$ cat src/rtl/water_level_monitor_if.sv
// Sensor input and display/status outputs of the water level monitor.
// The monitor side uses the slave modport.
interface water_level_monitor_if #(
    parameter int N_SENS = 3
);
    logic [N_SENS-1:0] sens;
    logic [6:0]        seg;
    logic              digit;
    logic [3:0]        level;
    logic              empty;
    logic              err;
    logic              valid;

    modport master (output sens, input seg, digit, level, empty, err, valid);
    modport slave  (input sens, output seg, digit, level, empty, err, valid);
endinterface

$ cat src/rtl/water_level_monitor.sv
// Debounced thermometer-code water level monitor with a 7-segment display,
// an empty-tank blink alarm and a fault indication.
module water_level_monitor #(
    parameter int N_SENS    = 3,
    parameter int DEB_CYC   = 4,
    parameter int BLINK_DIV = 8
) (
    input  logic                  clk,
    input  logic                  reset,
    water_level_monitor_if.slave  bus
);
    localparam int DW = (DEB_CYC > 1) ? $clog2(DEB_CYC) : 1;
    localparam int BW = (BLINK_DIV > 1) ? $clog2(BLINK_DIV) : 1;

    typedef enum logic [1:0] {INIT, NORMAL, EMPTY, FAULT} state_t;

    logic [N_SENS-1:0] r_s1, r_s2;
    logic [DW-1:0]     r_deb;
    logic [3:0]        r_lvl;
    logic              r_valid;
    state_t            r_state, w_state_nxt;
    logic [BW-1:0]     r_blk;
    logic              r_ph;
    logic [6:0]        r_seg, w_seg;
    logic              r_digit, w_digit;
    logic [3:0]        r_level;
    logic              r_empty, w_empty;
    logic              r_err, w_err;
    logic              w_acc, w_therm;
    logic [3:0]        w_cnt;

    function automatic logic [6:0] f_glyph(input logic [3:0] v);
        case (v)
            4'd1:    f_glyph = 7'b0110000;
            4'd2:    f_glyph = 7'b1101101;
            4'd3:    f_glyph = 7'b1111001;
            4'd4:    f_glyph = 7'b0110011;
            4'd5:    f_glyph = 7'b1011011;
            4'd6:    f_glyph = 7'b1011111;
            4'd7:    f_glyph = 7'b1110000;
            4'd8:    f_glyph = 7'b1111111;
            4'd9:    f_glyph = 7'b1111011;
            default: f_glyph = 7'b1111110;
        endcase
    endfunction

    // s2 is "unchanged" at an edge when s1 already holds the same value.
    assign w_acc   = (r_s1 == r_s2) && (r_deb == DW'(DEB_CYC - 1));
    assign w_therm = ((r_s2 & (r_s2 + N_SENS'(1))) == '0);

    always_comb begin
        w_cnt = '0;
        for (int i = 0; i < N_SENS; i++)
            w_cnt = w_cnt + {3'b000, r_s2[i]};
    end

    always_ff @(posedge clk or posedge reset) begin
        if (reset) begin
            r_s1    <= '0;
            r_s2    <= '0;
            r_deb   <= '0;
            r_lvl   <= '0;
            r_valid <= 1'b0;
        end else begin
            r_s1 <= bus.sens;
            r_s2 <= r_s1;
            if (r_s1 != r_s2)
                r_deb <= '0;
            else if (r_deb != DW'(DEB_CYC - 1))
                r_deb <= r_deb + DW'(1);
            if (w_acc) begin
                r_valid <= 1'b1;
                if (w_therm)
                    r_lvl <= w_cnt;
            end
        end
    end

    always_ff @(posedge clk or posedge reset) begin
        if (reset)
            r_state <= INIT;
        else
            r_state <= w_state_nxt;
    end

    always_comb begin
        w_state_nxt = r_state;
        if (w_acc)
            w_state_nxt = !w_therm ? FAULT : ((w_cnt == 4'd0) ? EMPTY : NORMAL);
        w_seg   = 7'b0000000;
        w_digit = 1'b0;
        w_empty = 1'b0;
        w_err   = 1'b0;
        case (r_state)
            NORMAL: begin
                w_seg   = f_glyph(r_lvl);
                w_digit = 1'b1;
            end
            EMPTY: begin
                w_seg   = 7'b1111110;
                w_digit = r_ph;
                w_empty = 1'b1;
            end
            FAULT: begin
                w_seg   = 7'b1001111;
                w_digit = 1'b1;
                w_err   = 1'b1;
            end
            default: ;
        endcase
    end

    // Only a real entry into EMPTY restarts the blink; re-accepts keep phase.
    always_ff @(posedge clk or posedge reset) begin
        if (reset) begin
            r_blk <= '0;
            r_ph  <= 1'b0;
        end else if (w_acc && (w_state_nxt == EMPTY) && (r_state != EMPTY)) begin
            r_blk <= '0;
            r_ph  <= 1'b1;
        end else if (r_state == EMPTY) begin
            if (r_blk == BW'(BLINK_DIV - 1)) begin
                r_blk <= '0;
                r_ph  <= ~r_ph;
            end else begin
                r_blk <= r_blk + BW'(1);
            end
        end
    end

    always_ff @(posedge clk or posedge reset) begin
        if (reset) begin
            r_seg   <= '0;
            r_digit <= 1'b0;
            r_level <= '0;
            r_empty <= 1'b0;
            r_err   <= 1'b0;
        end else begin
            r_seg   <= w_seg;
            r_digit <= w_digit;
            r_level <= r_lvl;
            r_empty <= w_empty;
            r_err   <= w_err;
        end
    end

    assign bus.seg   = r_seg;
    assign bus.digit = r_digit;
    assign bus.level = r_level;
    assign bus.empty = r_empty;
    assign bus.err   = r_err;
    assign bus.valid = r_valid;
endmodule

$ cat src/flat_wrapper.sv
// flat-port wrapper written by rule: the top's interface ports become plain ports
module water_level_monitor_flat 
#(
    parameter int N_SENS    = 3,
    parameter int DEB_CYC   = 4,
    parameter int BLINK_DIV = 8
)
  (clk, reset, bus_sens, bus_seg, bus_digit, bus_level, bus_empty, bus_err, bus_valid);
  water_level_monitor_if #(.N_SENS(N_SENS)) bus_i ();
  input  logic clk;
  input  logic reset;
  input wire logic [$bits(bus_i.sens)-1:0] bus_sens;
  output wire logic [$bits(bus_i.seg)-1:0] bus_seg;
  output wire logic [$bits(bus_i.digit)-1:0] bus_digit;
  output wire logic [$bits(bus_i.level)-1:0] bus_level;
  output wire logic [$bits(bus_i.empty)-1:0] bus_empty;
  output wire logic [$bits(bus_i.err)-1:0] bus_err;
  output wire logic [$bits(bus_i.valid)-1:0] bus_valid;
  assign bus_i.sens = bus_sens;
  assign bus_seg = bus_i.seg;
  assign bus_digit = bus_i.digit;
  assign bus_level = bus_i.level;
  assign bus_empty = bus_i.empty;
  assign bus_err = bus_i.err;
  assign bus_valid = bus_i.valid;
  water_level_monitor #(.N_SENS(N_SENS), .DEB_CYC(DEB_CYC), .BLINK_DIV(BLINK_DIV)) u_core (.clk(clk), .reset(reset), .bus(bus_i));
endmodule
$ cat config.mk
export PLATFORM = sky130hd
export DESIGN_NAME = water_level_monitor_flat
export DESIGN_NICKNAME = d
export VERILOG_FILES = /design/src/rtl/water_level_monitor_if.sv /design/src/rtl/water_level_monitor.sv /design/src/flat_wrapper.sv
export SDC_FILE = /design/constraint.sdc
export NUM_CORES = 1
export LEC_CHECK = 0
export CAP_MARGIN = 20
export CORE_UTILIZATION = 40
export CTS_BUF_LIST = sky130_fd_sc_hd__clkbuf_8
export CTS_CLUSTER_DIAMETER = 100
export DETAILED_ROUTE_END_ITERATION = 7
export DONT_BUFFER_PORTS = 1
export SLEW_MARGIN = 10
export SYNTH_ARGS = -nofsm -noshare
export SYNTH_HDL_FRONTEND = slang
export SYNTH_SLANG_ARGS = --single-unit
$ cat constraint.sdc
create_clock -name clk -period 4.1 [get_ports clk]
set_clock_uncertainty 0.2 [all_clocks]
set_input_delay 1.025 -clock clk [delete_from_list [all_inputs] [get_ports clk]]
set_output_delay 1.025 -clock clk [all_outputs]
set_load 0.01 [all_outputs]
==> results by group <==
Cells and area
  – Share of layout cells above drive strength 1: 11.8%
  – Antenna Cells: 0
  – Leading cell type in the layout, fill and taps excluded: dfrtp_1
  – Fill cells: 338
  – Util after Layout: 47.1%
  – Area grow syn2layout: 12.2%
  – Most frequent cells in the layout: dfrtp_1, ha_1, inv_1
  – Fin area: 1580 um^2
  – Layout Nets: 136
  – Fin cells: 165

Logic synthesis
  – Count of cell types in the netlist: 30
  – Post-synth EDFFs: 0
  – Post-synthesis register bit count: 31
  – Register area share after synthesis: 55.0%
  – Net Count, Synth: 130
  – Post-synth top flop: dfrtp_1
  – Synth Cell Area: between 1000 and 1500 um^2
  – Ranking of synthesized cells by area: dfrtp_1, ha_1, mux2i_1
  – Top-area cell type share of the netlist area: ~55%
  – Post-Synthesis Cells: 112
  – Area leader, netlist: dfrtp_1
  – Syn Area/Cell: 12.6 um^2
  – Post-synth ARST share: 100%
  – Ys Warns: 0

STA
  – Fin crit share: 50.4%
  – Tmin final: about 2100 ps
  – Pins Over Slew Limit: 0
  – Hold slack final: 193 ps
  – PnR worst setup slack: roughly 2000 ps
  – Final Hold Viols: 0
  – Setup TNS: 0 ps
  – Max Clk Rate: 0.484 GHz
  – Final Setup Violations: 0
  – RSZ-0062 raised after global routing: false

Pwr
  – P_leak: 0.803 nW
  – Total power after layout: about 0.65 mW
  – VDD IR max: 0.250 mV
  – Pwr/cell area: 410 nW/um^2

Global route
  – GR Util met3: 5.67%
  – Grt ovf: 0
  – First-pass GRT wire length: 3440 um
  – Number of global-route vias before repair: roughly 750
  – GRT met1 Usage: around 15%
  – Gr busiest metal: met2
  – Gr usage total: between 10% and 20%
  – Initial antenna violation count: 0
  – GR Util met2: between 20% and 30%
  – Largest net degree at the start of global routing: 23

Setup path
  – WP buf/inv: 0
  – Startpoint Class: flip-flop
  – Worst reg2reg path startpoint: u_core.r_s2[0]$_DFF_PP0_
  – Arrival time worst endpoint: 2010 ps
  – CP cell instances: ha_1 -> ha_1 -> ha_1 -> nand3b_1 -> nor3_4 -> o21ai_0
  – Worst setup startpoint: u_core.r_s2[0]$_DFF_PP0_
  – Worst EP required: between 4000 and 5000 ps
  – Top Family by Delay on Critical Path: adder cells
  – Slowest-stage cell, CP: dfrtp_1
  – CP Class: flip-flop to flip-flop
  – CP Max Fanout: 5
  – Most used cell, CP: ha_1
  – Crit-path max cell delay: about 430 ps
  – CP Capture Type: flip-flop

Floorplanning
  – Cell Rows: 21
  – Core ar.: approximately 3400 um^2
  – Initial Utilization: between 40% and 50%
  – # IOs: 20
  – DIE WIDTH: 61.4 um
  – Die Ht: 61.4 um
  – Die area: 3770 um^2

Place
  – DP Area: 1480 um^2
  – Placed Instances: 157
  – IO buf count: 0
  – Final GP Congestion: about 0.69
  – DP HPWL: 1390 um
  – Pre-CTS worst setup slack: roughly 2000 ps

Clock network
  – CTS Buf Count: 5
  – Worst-Skew Late Latency: 280 ps
  – CTS tree: done
  – H-tree levels: 2
  – Setup bufs post-CTS: 0
  – CTS Hold Bufs: 0
  – CTS Root Cell: clkbuf_8
  – CTS clock-pin slew for the worst setup and hold paths: 60 ps
  – Post-cts resize count: 0
  – CTS Buffer Depth: 2
  – Clk sinks: 31

Detailed routing
  – DR pass1 iterations: 2
  – Vias per Instance: ~4.6
  – Iter 0 DRT Violations: 5
  – WL per Instance: roughly 11 um
  – Routed wire length: about 1900 um
  – Antenna Nets Post-Route: 0
  – Via count: about 760
  – DRC errors left: 0

Outcome
  – Status: finished, final reports clean

Worst hold path
  – Hold Startpoint: u_core.r_s1[1]$_DFF_PP0_
  – Hold Path Class: flip-flop to flip-flop

Flow run
  – Number of max-cap violations: 0
==> cell usage after synthesis, drive strengths merged, types with 3 or more instances <==
| library cell | instances |
|---|---|
| and2 | 3 |
| dfrtp | 31 |
| ha | 12 |
| inv | 9 |
| mux2i | 5 |
| nand2 | 9 |
| nand2b | 3 |
| nor2 | 7 |
| nor2b | 3 |
| o21ai | 8 |
| xor2 | 3 |
==> where the power goes <==
group / internal, mW / leakage (nW) / switching (mW) / total (mW)
clock network: 0.150 / 0.0557 / 0.101 / 0.252
logic: 0.0259 / 0.331 / 0.0263 / 0.0522
registers: 0.326 / 0.417 / 0.0191 / 0.345
total: 0.503 / 0.803 / 0.147 / 0.649
==> final timing paths <==
path                       depth (start not counted)  slack [ps]                           end
max                                                6        2040   u_core.r_blk[0]$_DFFE_PP0P_
min in group asynchronous                          1         430  u_core.bus.valid$_DFFE_PP0N_
max reg2reg                                        6        2040   u_core.r_blk[0]$_DFFE_PP0P_
min                                                0         190      u_core.r_s2[1]$_DFF_PP0_
max in group asynchronous                          2        2820   u_core.bus.seg[6]$_DFF_PP0_
min reg2reg                                        0         190      u_core.r_s2[1]$_DFF_PP0_
==> layer usage <==
| layer | up-vias | share of wire [%] |
|---|---|---|
| li1 | 373 | - |
| met1 | 364 | 44 |
| met2 | 18 | 48 |
| met3 | 6 | 5.4 |
| met4 | 0 | 2.9 |
| met5 | - | 0 |
==> area by class of cell <==
class / instances / area [um^2] / share of cell area (%)
Inverter: 9 / 33.8 / 2.13
Timing Repair Buffer: 1 / 27.5 / 1.74
Multi-Input combinational cell: 70 / 588 / 37.2
Tap cell: 46 / 57.6 / 3.64
Sequential cell: 31 / 776 / 49.0
Clock inverter: 1 / 3.75 / 0.237
Clock buffer: 7 / 96.3 / 6.09
==> sequential cells by signal (all words and copies together) (netlist names) <==
| name | flops |
|---|---|
| u_core.bus.level | 3 |
| u_core.r_s1 | 3 |
| u_core.r_state | 2 |
| u_core.r_ph | 1 |
| u_core.bus.err | 1 |
| u_core.bus.digit | 1 |
| u_core.r_s2 | 3 |
| u_core.bus.seg | 7 |
| u_core.r_deb | 2 |
| u_core.r_lvl | 3 |
| u_core.r_blk | 3 |
| u_core.bus.empty | 1 |
| u_core.bus.valid | 1 |
==> cells by family after synthesis <==
group / Yosys count / share of synthesized area, %
and+or+nand+nor: 32 / 14.3
DFF: 31 / 55.0
AOI/OAI and AO/OA: 14 / 5.77
adders and majority gates: 13 / 12.1
buffers and inverters: 11 / 3.28
muxes: 6 / 5.50
xor gates and xnor gates: 4 / 3.82
other: 1 / 0.266
Note: power is estimated with default switching activity, not from simulation.
